$ cat src/rtl/irq_pending_latch_if.sv
// Bundle of event, control and grant signals between the event sources,
// the consumer and the pending latch. The latch connects through 'slave'.
interface irq_pending_latch_if #(
  parameter int NSRC   = 7,
  parameter int DROP_W = 4
);
  logic [NSRC-1:0]   src;
  logic [NSRC-1:0]   mask_en;
  logic [NSRC-1:0]   clr;
  logic              irq_ack;
  logic [NSRC-1:0]   pending;
  logic              irq_valid;
  logic [2:0]        irq_id;
  logic [DROP_W-1:0] drop_cnt;

  modport master (
    output src, mask_en, clr, irq_ack,
    input  pending, irq_valid, irq_id, drop_cnt
  );

  modport slave (
    input  src, mask_en, clr, irq_ack,
    output pending, irq_valid, irq_id, drop_cnt
  );
endinterface

$ cat src/rtl/irq_pending_latch.sv
// Seven-source event collector: rising-edge detect, per-source enable,
// sticky pending bits with write-1-to-clear, lowest-index grant served
// through a valid/ack handshake, and a saturating dropped-event counter.
module irq_pending_latch #(
  parameter int NSRC   = 7,
  parameter int DROP_W = 4
) (
  input  logic               clk,
  input  logic               rst_n,
  irq_pending_latch_if.slave bus
);

  typedef enum logic {
    IDLE  = 1'b0,
    GRANT = 1'b1
  } state_t;

  state_t            state_q, state_d;
  logic [NSRC-1:0]   src_q;
  logic [NSRC-1:0]   pending_q, pending_d;
  logic [2:0]        irq_id_q, irq_id_d;
  logic [DROP_W-1:0] drop_q, drop_d;

  logic [NSRC-1:0]   rise;
  logic [NSRC-1:0]   set_vec;
  logic [NSRC-1:0]   ack_onehot;
  logic [NSRC-1:0]   clr_eff;
  logic [NSRC-1:0]   lost;
  logic              ack_fire;
  logic [2:0]        lowest_id;

  // A grant is being presented whenever the FSM sits in GRANT.
  assign ack_fire = (state_q == GRANT) && bus.irq_ack;

  // Edge detection, enable gating and the combined clear vector.
  always_comb begin
    rise       = bus.src & ~src_q;
    set_vec    = rise & bus.mask_en;
    ack_onehot = '0;
    for (int i = 0; i < NSRC; i++) begin
      ack_onehot[i] = ack_fire && (irq_id_q == 3'(i));
    end
    clr_eff    = bus.clr | ack_onehot;
    lost       = set_vec & pending_q & ~clr_eff;
  end

  // Pending update: a new event wins over a same-cycle clear.
  always_comb begin
    pending_d = (pending_q & ~clr_eff) | set_vec;
  end

  // Dropped-event count: one per cycle with any lost edge, sticks at all-ones.
  always_comb begin
    drop_d = drop_q;
    if ((|lost) && (drop_q != {DROP_W{1'b1}})) begin
      drop_d = drop_q + DROP_W'(1);
    end
  end

  // Lowest-index pending source, scanned high to low so index 0 wins.
  always_comb begin
    lowest_id = '0;
    for (int i = NSRC - 1; i >= 0; i--) begin
      if (pending_q[i]) begin
        lowest_id = 3'(i);
      end
    end
  end

  // Grant FSM: arbitrate only when leaving IDLE, hold the id while granted.
  always_comb begin
    state_d  = state_q;
    irq_id_d = irq_id_q;
    case (state_q)
      IDLE: begin
        if (|pending_q) begin
          irq_id_d = lowest_id;
          state_d  = GRANT;
        end
      end
      GRANT: begin
        if (bus.irq_ack) begin
          state_d = IDLE;
        end else if (bus.clr[irq_id_q]) begin
          // Software withdrew the granted bit; abandon this grant.
          state_d = IDLE;
        end
      end
      default: state_d = IDLE;
    endcase
  end

  // State registers; src_q resets high so lines already high do not fire.
  always_ff @(posedge clk or negedge rst_n) begin
    if (!rst_n) begin
      state_q   <= IDLE;
      src_q     <= '1;
      pending_q <= '0;
      irq_id_q  <= '0;
      drop_q    <= '0;
    end else begin
      state_q   <= state_d;
      src_q     <= bus.src;
      pending_q <= pending_d;
      irq_id_q  <= irq_id_d;
      drop_q    <= drop_d;
    end
  end

  assign bus.pending   = pending_q;
  assign bus.irq_valid = (state_q == GRANT);
  assign bus.irq_id    = irq_id_q;
  assign bus.drop_cnt  = drop_q;

endmodule

$ cat src/flat_wrapper.sv
// flat-port wrapper written by rule: the top's interface ports become plain ports
module irq_pending_latch_flat 
#(
  parameter int NSRC   = 7,
  parameter int DROP_W = 4
)
  (clk, rst_n, bus_src, bus_mask_en, bus_clr, bus_irq_ack, bus_pending, bus_irq_valid, bus_irq_id, bus_drop_cnt);
  irq_pending_latch_if #(.NSRC(NSRC), .DROP_W(DROP_W)) bus_i ();
  input  logic clk;
  input  logic rst_n;
  input wire logic [$bits(bus_i.src)-1:0] bus_src;
  input wire logic [$bits(bus_i.mask_en)-1:0] bus_mask_en;
  input wire logic [$bits(bus_i.clr)-1:0] bus_clr;
  input wire logic [$bits(bus_i.irq_ack)-1:0] bus_irq_ack;
  output wire logic [$bits(bus_i.pending)-1:0] bus_pending;
  output wire logic [$bits(bus_i.irq_valid)-1:0] bus_irq_valid;
  output wire logic [$bits(bus_i.irq_id)-1:0] bus_irq_id;
  output wire logic [$bits(bus_i.drop_cnt)-1:0] bus_drop_cnt;
  assign bus_i.src = bus_src;
  assign bus_i.mask_en = bus_mask_en;
  assign bus_i.clr = bus_clr;
  assign bus_i.irq_ack = bus_irq_ack;
  assign bus_pending = bus_i.pending;
  assign bus_irq_valid = bus_i.irq_valid;
  assign bus_irq_id = bus_i.irq_id;
  assign bus_drop_cnt = bus_i.drop_cnt;
  irq_pending_latch #(.NSRC(NSRC), .DROP_W(DROP_W)) u_core (.clk(clk), .rst_n(rst_n), .bus(bus_i));
endmodule
$ cat config.mk
export PLATFORM = sky130hd
export DESIGN_NAME = irq_pending_latch_flat
export DESIGN_NICKNAME = d
export VERILOG_FILES = /design/src/rtl/irq_pending_latch_if.sv /design/src/rtl/irq_pending_latch.sv /design/src/flat_wrapper.sv
export SDC_FILE = /design/constraint.sdc
export NUM_CORES = 1
export LEC_CHECK = 0
export CAP_MARGIN = 0
export CORE_AREA = 2 2 54 56
export DETAILED_ROUTE_END_ITERATION = 8
export DIE_AREA = 0 0 56 58
export PLACE_DENSITY = 0.76
export SKIP_CTS_REPAIR_TIMING = 1
export SLEW_MARGIN = 20
export SYNTH_ARGS = -nofsm -noshare
export SYNTH_HDL_FRONTEND = slang
export SYNTH_SLANG_ARGS = --single-unit
$ cat constraint.sdc
create_clock -name clk -period 2.3 [get_ports clk]
set_input_delay 0.23 -clock clk [delete_from_list [all_inputs] [get_ports clk]]
set_output_delay 0.23 -clock clk [all_outputs]
set_load 0.02 [all_outputs]
==> reports/summary.txt <==
Hold Fails Final Rpt: 0
DRT iter0 DRCs: 28
Pre-CTS setup slack: 86.55 ps
Comb pwr share: 44.3%
VDD IR max: 586.1 uV
Post-Route Utilization: 58.74%
Synth area leaders: dfrtp_1 33%, dfstp_2 16%, nand3b_1 6.0%
Number of global-route vias before repair: 988
Max cap viols: 0
Via count: 945
Final wirelength: 2.532 mm
Routed vias/inst: 5.592
CTS root buf: clkbuf_4
Slew @ Worst Pin: 506.8 ps
Starting Density: 42.15%
CP startpoint kind: flop
Dpl cells: 165
Antenna-violating nets left: 0
Slew Limit Fails: 0
DP Wirelength: 2.003 mm
# clock sinks: 22
Static leakage: 0.6354 nW
Post-synthesis sequential area ratio: 49.83%
CP Max Fanout: 7
Core Area: 0.002663 mm2
CP startpoint: u_core.bus.irq_id[1]
Synth top area share: 33.44%
P_sw: 0.0005242 W
Status: completed
Per-cell routed wire length: 14.98 um
Post-Syn Instances: 96
Hold Path Class: in2async
R2r setup slk: 240 ps
First-pass GRT wire length: 4.519 mm
CTS Buf Count: 3
Initial antenna violation count: 0
Reg2reg path depth: 5
Synth warn: 0
Layout Skew: 2.165 ps
Most common cell after layout, fill and taps aside: clkdlybuf4s50_1
Net Sw Frac: 37.89%
Slew Limit Headroom: 65.34%
Power density cells: 884.7 mW/mm2
CP endpoint kind: flop
Clock network fraction of design power: 13.1%
DR DRC count: 0
Die height: 58 um
Largest net degree at the start of global routing: 23
Fin nets: 164
Fmax: 0.4866 GHz
Die area: 0.003248 mm2
CP Class: reg2reg
Yosys cell types: 38
Worst Path Required: 2500 ps
Antenna cells: 0
Yosys top cell by area: dfrtp_1
CTS Buffer Depth: 2
CTS tree: yes
Period utilization: 89.36%
Gp weighted congestion: 0.8377
Cell Rows: 19
RSZ-0062 raised after global routing: false
Synth-to-Final Area Change: 39.35%
Flops & latches, synth: 22
Int Pwr: 0.0008594 W
Crit path arrival time: 2260 ps
Final WS setup: 244.7 ps
Later-pin clock latency in the skew report: 300 ps
Post-synth ARST share: 100.0%
Fraction of layout cells with a size suffix above 1: 17.39%
Most used DFF post-synth: dfrtp_1
Post-synth EDFFs: 0
Port bufs: 38
Avg Cell Area, Syn: 11.69 um2
Syn Nets: 121
Post-Synthesis Cell Area: 0.001122 mm2
Non-filler cells in the finished layout: 169
Global Route Usage Sum: 17.78%
GRT Residual Overflow: 0
Ports: 39
Count of final setup violators: 0
FF-to-FF Start: u_core.bus.irq_id[1]
R2R Path End: u_core.bus.drop_cnt[1]
H-Tree Depth: 1
Share of power burned in registers: 42.6%
Crit path to: u_core.bus.drop_cnt[1]
Highest-count cells in the layout ignoring fill and taps: 38 x clkdlybuf4s50_1, 15 x dfrtp_1, 9 x nand3b_1, 9 x nand2_1
Min Tclk post-route: 2055 ps
CTS clock-pin slew for the worst setup and hold paths: 120 ps
DRT Pass-1 Iters: 4
Final setup TNS: 0 ps
Die X: 56 um
## layout make-up
cell class | count | area [um2]
flip-flops and latches | 22 | 559.3
clock buffers | 4 | 26.28
multi-input cells | 66 | 521.8
repair buffers | 40 | 395.4
well taps | 31 | 38.79
inverters | 6 | 22.52
fillers | 241 | 1099
## metrics by stage
| stage | area [um2] | hold slack [ps] | total power [W] |
|---|---|---|---|
| finish | 1564 | 260.3 | 0.001384 |
| global route | 1564 | 271.8 | 0.001490 |
| CTS | 1564 | 260.7 | 0.001398 |
| detailed placement | 1538 | 516.7 | 0.001213 |
| global placement | 1538 | 505.9 | 0.001194 |
| floorplan | 1122 | -65.59 | 0.0009408 |
## cells by family (layout without fill, tap and decap cells)
logic type / count (synthesis) / count (layout) / synth area share (%)
AND/OR/NAND/NOR: 36 / 36 / 18.73
XOR/XNOR: 1 / 1 / 0.7805
adder cells (fa/ha/maj): 1 / 1 / 1.115
buffers and inverters: 8 / 50 / 3.679
AO/OA/AOI/OAI: 23 / 23 / 19.62
flip-flops: 22 / 22 / 49.83
multiplexers: 5 / 5 / 6.243
## per-layer routing
layer | vias to the layer above | share of wire, % | global-route usage [%] | wire length (um)
li1 | 447 | - | - | -
met1 | 462 | 45 | 24.28 | 1151
met2 | 30 | 47 | 28.24 | 1183
met3 | 6 | 5.7 | 3.795 | 144
met4 | 0 | 2.1 | 6.463 | 52
met5 | - | 0 | 0 | 0
## Yosys cell counts (2+ instances only)
cell,count
mux2_2,2
nor2_1,7
nand2b_1,3
a211o_1,4
and3_2,2
nand2_1,9
a21oi_1,2
inv_1,6
a211o_2,2
o21ai_0,2
nand3b_1,9
dfstp_2,7
a2111oi_2,2
dfrtp_1,15
## flip-flops by register name (all words and copies together), names as in the netlist
signal and flops:
u_core.bus.pending 7, u_core.src_q 7, u_core.bus.drop_cnt 4, u_core.bus.irq_id 3, u_core.bus.irq_valid 1
## worst max-delay path, stage by stage, from the launching register on
cell,delay (ps)
dfrtp_1,460
and3_2,280
a2111oi_0,490
nor4_2,140
a32oi_2,240
mux2_1,340
## worst min-delay path by stage
| stage | startpoint | cells past startpoint | slack [ps] | to |
|---|---|---|---|---|
| CTS | rst_n | 2 | 260 | u_core.bus.drop_cnt[0] |
| detailed placement | u_core.bus.pending[1] | 1 | 520 | u_core.bus.irq_id[1] |
| finish | rst_n | 2 | 260 | u_core.bus.pending[6] |
| global route | rst_n | 2 | 270 | u_core.bus.drop_cnt[0] |
| floorplan | rst_n | 0 | -70 | u_core.bus.drop_cnt[0] |
| global placement | u_core.bus.pending[1] | 1 | 510 | u_core.bus.irq_id[1] |
## power by group through the flow
stage	clock [W]	sequential, W	combinational, W
floorplan	0	0.000662	0.000279
global placement	0	0.000592	0.000602
detailed placement	0	0.000599	0.000614
CTS	0.000191	0.000591	0.000617
global route	0.000205	0.000614	0.000671
finish	0.000181	0.000590	0.000612
No activity file was read; power rests on OpenSTA's default activity.
